### src/rtl/dps_lsflags_pkg.sv
// ============================================================================
// Module : dps_lsflags_pkg
// Brief  : Shared constants and helpers for the dps load/store-flags capture.
// Rev    : 1.0 - initial release
// ============================================================================
`default_nettype none

package dps_lsflags_pkg;

    localparam int LSFLAGS_W = 32;
    localparam int OVF_BIT   = 31;

    // Bit offset of a channel's field inside the packed flag vector.
    function automatic int ch_offset(input int ch, input int fw);
        return ch * fw;
    endfunction

endpackage

`default_nettype wire

### src/rtl/dps_lsflags_ch.sv
// ============================================================================
// Module : dps_lsflags_ch
// Brief  : One channel's flag field with mask, sticky/overwrite merge, clear
//          and overflow detection.
// Rev    : 1.0 - initial release
// ============================================================================
`default_nettype none

module dps_lsflags_ch #(
    parameter int FW     = 2,
    parameter int STICKY = 1
) (
    input  logic          i_clk,
    input  logic          i_rst_n,
    input  logic          i_rst_sync,
    input  logic          i_evt_valid,
    input  logic [FW-1:0] i_evt_flags,
    input  logic          i_mask_wr,
    input  logic [FW-1:0] i_mask_data,
    input  logic          i_clr,
    output logic [FW-1:0] o_flags,
    output logic [FW-1:0] o_flags_nxt,
    output logic          o_ovf
);

    localparam bit c_STICKY = (STICKY != 0);

    logic [FW-1:0] r_flags;
    logic [FW-1:0] r_mask;
    logic          r_ovf;

    logic [FW-1:0] w_evt;
    logic [FW-1:0] w_base;
    logic [FW-1:0] w_nxt;
    logic          w_hit;

    // Events are always filtered by the mask in force before any mask write.
    assign w_evt  = {FW{i_evt_valid}} & i_evt_flags & r_mask;
    assign w_base = i_clr ? '0 : r_flags;

    // Overwrite mode replaces the field by design, so only sticky mode can
    // lose information by hitting an already-set bit.
    always_comb begin
        w_nxt = w_base;
        w_hit = 1'b0;
        if (c_STICKY) begin
            w_nxt = w_base | w_evt;
            w_hit = (|(w_evt & r_flags)) & ~i_clr;
        end else if (i_evt_valid) begin
            w_nxt = w_evt;
        end
    end

    always_ff @(posedge i_clk or negedge i_rst_n) begin
        if (!i_rst_n) begin
            r_flags <= '0;
            r_mask  <= '1;
            r_ovf   <= 1'b0;
        end else if (i_rst_sync) begin
            r_flags <= '0;
            r_mask  <= '1;
            r_ovf   <= 1'b0;
        end else begin
            r_flags <= w_nxt;
            r_ovf   <= (r_ovf & ~i_clr) | w_hit;
            if (i_mask_wr) begin
                r_mask <= i_mask_data;
            end
        end
    end

    assign o_flags     = r_flags;
    assign o_flags_nxt = w_nxt;
    assign o_ovf       = r_ovf;

endmodule

`default_nettype wire

### src/rtl/dps_lsflags_mc.sv
// ============================================================================
// Module : dps_lsflags_mc
// Brief  : Multi-channel load/store-flags capture register with masked
//          event accumulation, registered read port, overflow and IRQ.
// Rev    : 1.0 - initial release
// ============================================================================
`default_nettype none

module dps_lsflags_mc
    import dps_lsflags_pkg::*;
#(
    parameter int P_CH            = 2,
    parameter int P_FW            = 2,
    parameter int P_STICKY        = 1,
    parameter int P_CLEAR_ON_READ = 1
) (
    input  logic                 iCLOCK,
    input  logic                 inRESET,
    input  logic                 iRESET_SYNC,
    input  logic [P_CH-1:0]      iEVT_VALID,
    input  logic [P_CH*P_FW-1:0] iEVT_FLAGS,
    input  logic                 iMASK_WR,
    input  logic [P_CH*P_FW-1:0] iMASK_DATA,
    input  logic                 iCLEAR,
    input  logic                 iREAD_VALID,
    output logic                 oLSFLAGS_VALID,
    output logic [LSFLAGS_W-1:0] oLSFLAGS,
    output logic                 oIRQ
);

    localparam int c_NB  = P_CH * P_FW;
    localparam bit c_COR = (P_CLEAR_ON_READ != 0);

    generate
        if (c_NB > OVF_BIT || P_CH < 1 || P_CH > 15) begin : g_bad_cfg
            $error("dps_lsflags_mc: illegal P_CH/P_FW combination");
        end
    endgenerate

    logic [c_NB-1:0]      w_flags;
    logic [c_NB-1:0]      w_flags_nxt;
    logic [P_CH-1:0]      w_ovf_ch;
    logic                 w_clr;
    logic [LSFLAGS_W-1:0] w_word;

    logic                 r_rvalid;
    logic [LSFLAGS_W-1:0] r_rdata;
    logic                 r_irq;

    assign w_clr = iCLEAR | (iREAD_VALID & c_COR);

    generate
        for (genvar gi = 0; gi < P_CH; gi++) begin : g_ch
            dps_lsflags_ch #(
                .FW     (P_FW),
                .STICKY (P_STICKY)
            ) u_ch (
                .i_clk       (iCLOCK),
                .i_rst_n     (inRESET),
                .i_rst_sync  (iRESET_SYNC),
                .i_evt_valid (iEVT_VALID[gi]),
                .i_evt_flags (iEVT_FLAGS[ch_offset(gi, P_FW) +: P_FW]),
                .i_mask_wr   (iMASK_WR),
                .i_mask_data (iMASK_DATA[ch_offset(gi, P_FW) +: P_FW]),
                .i_clr       (w_clr),
                .o_flags     (w_flags[ch_offset(gi, P_FW) +: P_FW]),
                .o_flags_nxt (w_flags_nxt[ch_offset(gi, P_FW) +: P_FW]),
                .o_ovf       (w_ovf_ch[gi])
            );
        end
    endgenerate

    // Read data is the pre-update state, so same-cycle events never appear.
    always_comb begin
        w_word             = '0;
        w_word[c_NB-1:0]   = w_flags;
        w_word[OVF_BIT]    = |w_ovf_ch;
    end

    always_ff @(posedge iCLOCK or negedge inRESET) begin
        if (!inRESET) begin
            r_rvalid <= 1'b0;
            r_rdata  <= '0;
            r_irq    <= 1'b0;
        end else if (iRESET_SYNC) begin
            r_rvalid <= 1'b0;
            r_rdata  <= '0;
            r_irq    <= 1'b0;
        end else begin
            r_rvalid <= iREAD_VALID;
            if (iREAD_VALID) begin
                r_rdata <= w_word;
            end
            r_irq <= |w_flags_nxt;
        end
    end

    assign oLSFLAGS_VALID = r_rvalid;
    assign oLSFLAGS       = r_rdata;
    assign oIRQ           = r_irq;

endmodule

`default_nettype wire

### config.mk
export PLATFORM = sky130hd
export DESIGN_NAME = dps_lsflags_mc
export DESIGN_NICKNAME = d
export VERILOG_FILES = /design/src/rtl/dps_lsflags_pkg.sv /design/src/rtl/dps_lsflags_ch.sv /design/src/rtl/dps_lsflags_mc.sv
export SDC_FILE = /design/constraint.sdc
export NUM_CORES = 1
export LEC_CHECK = 0
export CELL_PAD_IN_SITES_DETAIL_PLACEMENT = 0
export CELL_PAD_IN_SITES_GLOBAL_PLACEMENT = 1
export CORE_UTILIZATION = 29
export CTS_CLUSTER_SIZE = 25
export DETAILED_ROUTE_END_ITERATION = 12
export PLACE_DENSITY = 0.87
export REMOVE_ABC_BUFFERS = 1
export SETUP_SLACK_MARGIN = 0.02
export SLEW_MARGIN = 20
export SYNTH_ARGS = -nofsm -noshare
export SYNTH_HDL_FRONTEND = slang
export SYNTH_SLANG_ARGS = --single-unit
### constraint.sdc
create_clock -name iCLOCK -period 1.8 [get_ports iCLOCK]
set_input_delay 0.36 -clock iCLOCK [delete_from_list [all_inputs] [get_ports iCLOCK]]
set_output_delay 0.36 -clock iCLOCK [all_outputs]
set_load 0.01 [all_outputs]
==> out/metrics.yaml <==
status:
  run_status: "finished, violations left"
  failed_checks: "design-rule violations"
yosys:
  netlist_top_cells_area: "dfrtp_1 (36%), buf_4 (23%), dfstp_2 (12%)"
  synthesis.area_um2: 900
  yosys-top-cells-count: "buf_4 (27), dfrtp_1 (13), nor2_1 (10)"
  ys_warn_count: 0
  synth_enable_flop_cells: 0
  yosysTopAreaCell: "dfrtp_1"
  ys_seq_area_share_pct: 47.8
  synthFlopType: "dfrtp_1"
  synth_most_common_cell: "buf_4"
  ys_ff_latch: 17
  async_flop_share_pct: 100
  ys_types: 17
  synth_cells: 84
  synth_area_per_cell_um2: 10.7
  yosysTopAreaCellShare_pct: 36.2
clocking:
  cts_resized: 0
  clockRootBuffer: "clkbuf_4"
  path_clk_slew_ns: 0.09
  post_cts_buffers: 0
  cts_tree: "yes"
  cts_buffers: 3
  ctsLongestPathBuffers: 2
  ctsHtreeMaxLevel: 1
  clock_latency_ns: 0.28
  ctsHoldBuffers: 0
  clock-sinks: 17
timing:
  finalCriticalPeriod_ns: 1.55
  drv_slew: 0
  rsz0062_at_grt: "false"
  fin_worst_hold_slack_ns: 0.391
  finalCritPeriodShare_pct: 85.9
  finalSetupTns_ns: 0
  fmaxAchievable_mhz: 647
  hold_viol: 0
  finalSetupViolCount: 0
  finalClockSkew_ns: 0.00234
die:
  core_mm2: 0.00285
  die_x_um: 57.7
  top_level_ports: 50
  start_util_pct: 31.5
  fp-row-count: 19
  die_h_um: 57.7
  die_area_mm2: 0.00333
run:
  drv_cap: 0
critical_path:
  crit_path_start_kind: "flop"
  cp.arrival_ns: 1.19
  worstPathCellList: "clkdlybuf4s50_1"
  cp.required_ns: 1.44
  crit_path_end_kind: "output port"
  slowest_delay_ns: 0.54
  path_buf_inv: 1
  worst-setup-path-type: "reg2out"
  worst_path_max_delay_cell: "clkdlybuf4s50_1"
  cp_max_fo: 2
  critPathTopFamily: "buffers and inverters"
global_route:
  grt_pass1_wl_um: 2570
  grt_pass1_vias: 564
  antenna_found_initial: 0
  grt_max_degree: 18
  gr-total-overflow: 0
  grtUsageTotal_pct: 10.7
finish:
  fin_cells: 141
  drive_gt1_share_pct: 10.9
  fin_nets: 127
  fillers: 297
  multi_input_area_um2: 349
  syn_to_final_growth_pct: 21.0
  antenna_cells: 0
  final-seq-area_um2: 430
power:
  p_int_uw: 548
  leakagePower_nw: 0.499
  switching_power_uw: 194
  report.power.total_uw: 742
  swShare_pct: 26.1
  irDropWorstVdd_mv: 0.156
  clock_power_share_pct: 26.1
  powerDensity_mw_per_mm2: 682
  power_frac_seq_pct: 55.9
  power_frac_comb_pct: 18.0
placement:
  dp_hpwl_um: 1240
  place_inst: 137
  gp_congestion: 0.742
  port_buffers: 22
routing:
  dr.pass1.iters: 11
  routed_via_density: 4.53
  routed_wl_um: 1600
  drt_iter0_drc: 27
  route.detailed.drc: 7
  vias: 639
  wire_per_inst_um: 11.4
  ant_nets: 0
min_path:
  min_path_type: "in2async"
-- flip-flops by register name, indices dropped and copies added (netlist names) --
signal             count
g_ch.u_ch.o_flags      4
oLSFLAGS_VALID         1
g_ch.u_ch.o_ovf        2
oLSFLAGS               5
g_ch.u_ch.r_mask       4
oIRQ                   1
-- layout by cell type, fill, tap and decap left out, drive strengths merged --
master / count
mux2i: 4
nor2: 11
a211oi: 1
nor2b: 5
a41oi: 3
or3: 1
dfrtp: 13
dfstp: 4
clkinv: 1
nand4: 2
a211o: 4
clkbuf: 3
buf: 3
a21oi: 2
conb: 27
a32oi: 4
clkdlybuf4s50: 22
-- metrics by stage --
stage	util, %	setup slack (ns)	area (µm²)
floorplan	-	0.887	779
global placement	37.2	0.272	1060
detailed placement	37.2	0.240	1060
CTS	38.2	0.239	1090
global route	38.2	0.203	1090
finish	38.2	0.253	1090
-- final cells by class --
| type | instances | share of cell area [%] |
|---|---|---|
| clock buffers | 3 | 2.07 |
| clock inverters | 1 | 0.460 |
| multi-input cells | 64 | 32.1 |
| flip-flops and latches | 17 | 39.5 |
| well taps | 31 | 3.56 |
| repair buffers | 25 | 22.3 |
-- worst paths after layout --
kind,startpoint,endpoint,slack (ns),cells past startpoint
setup / recovery,oLSFLAGS[1],oLSFLAGS[1],0.25,1
hold / removal,inRESET,g_ch[1].u_ch.o_flags[1],0.39,2
setup reg to reg,g_ch[1].u_ch.r_mask[1],oIRQ,0.82,2
hold reg to reg,oLSFLAGS[3],oLSFLAGS[3],0.52,2
max in group asynchronous,inRESET,g_ch[0].u_ch.r_mask[0],1.16,2
min in group iCLOCK,oLSFLAGS[3],oLSFLAGS[3],0.52,2
-- per-layer routing --
layer | vias up | wire length (µm) | global-route usage (%)
met5 | - | 0 | 0
met2 | 55 | 719 | 15.8
met3 | 4 | 211 | 4.02
li1 | 292 | - | -
met1 | 288 | 641 | 13.4
met4 | 0 | 31 | 6.12
-- power groups by stage --
stage	Combinational, mW	Sequential, mW	Clock (mW)
floorplan	0.0526	0.422	0
CTS	0.133	0.415	0.203
global route	0.147	0.417	0.228
finish	0.134	0.415	0.194
detailed placement	0.133	0.422	0
global placement	0.130	0.422	0
-- kinds of logic (layout without fill, tap and decap cells) --
kind of cell / Yosys count / count (layout) / synth area share, %
mux: 4 / 4 / 4.45
flops: 17 / 17 / 47.8
simple gates: 19 / 19 / 10.4
compound gates: 14 / 14 / 12.7
other cells: 1 / 27 / 0.417
buf+inv: 29 / 29 / 24.2
No activity file was read; power rests on OpenSTA's default activity.
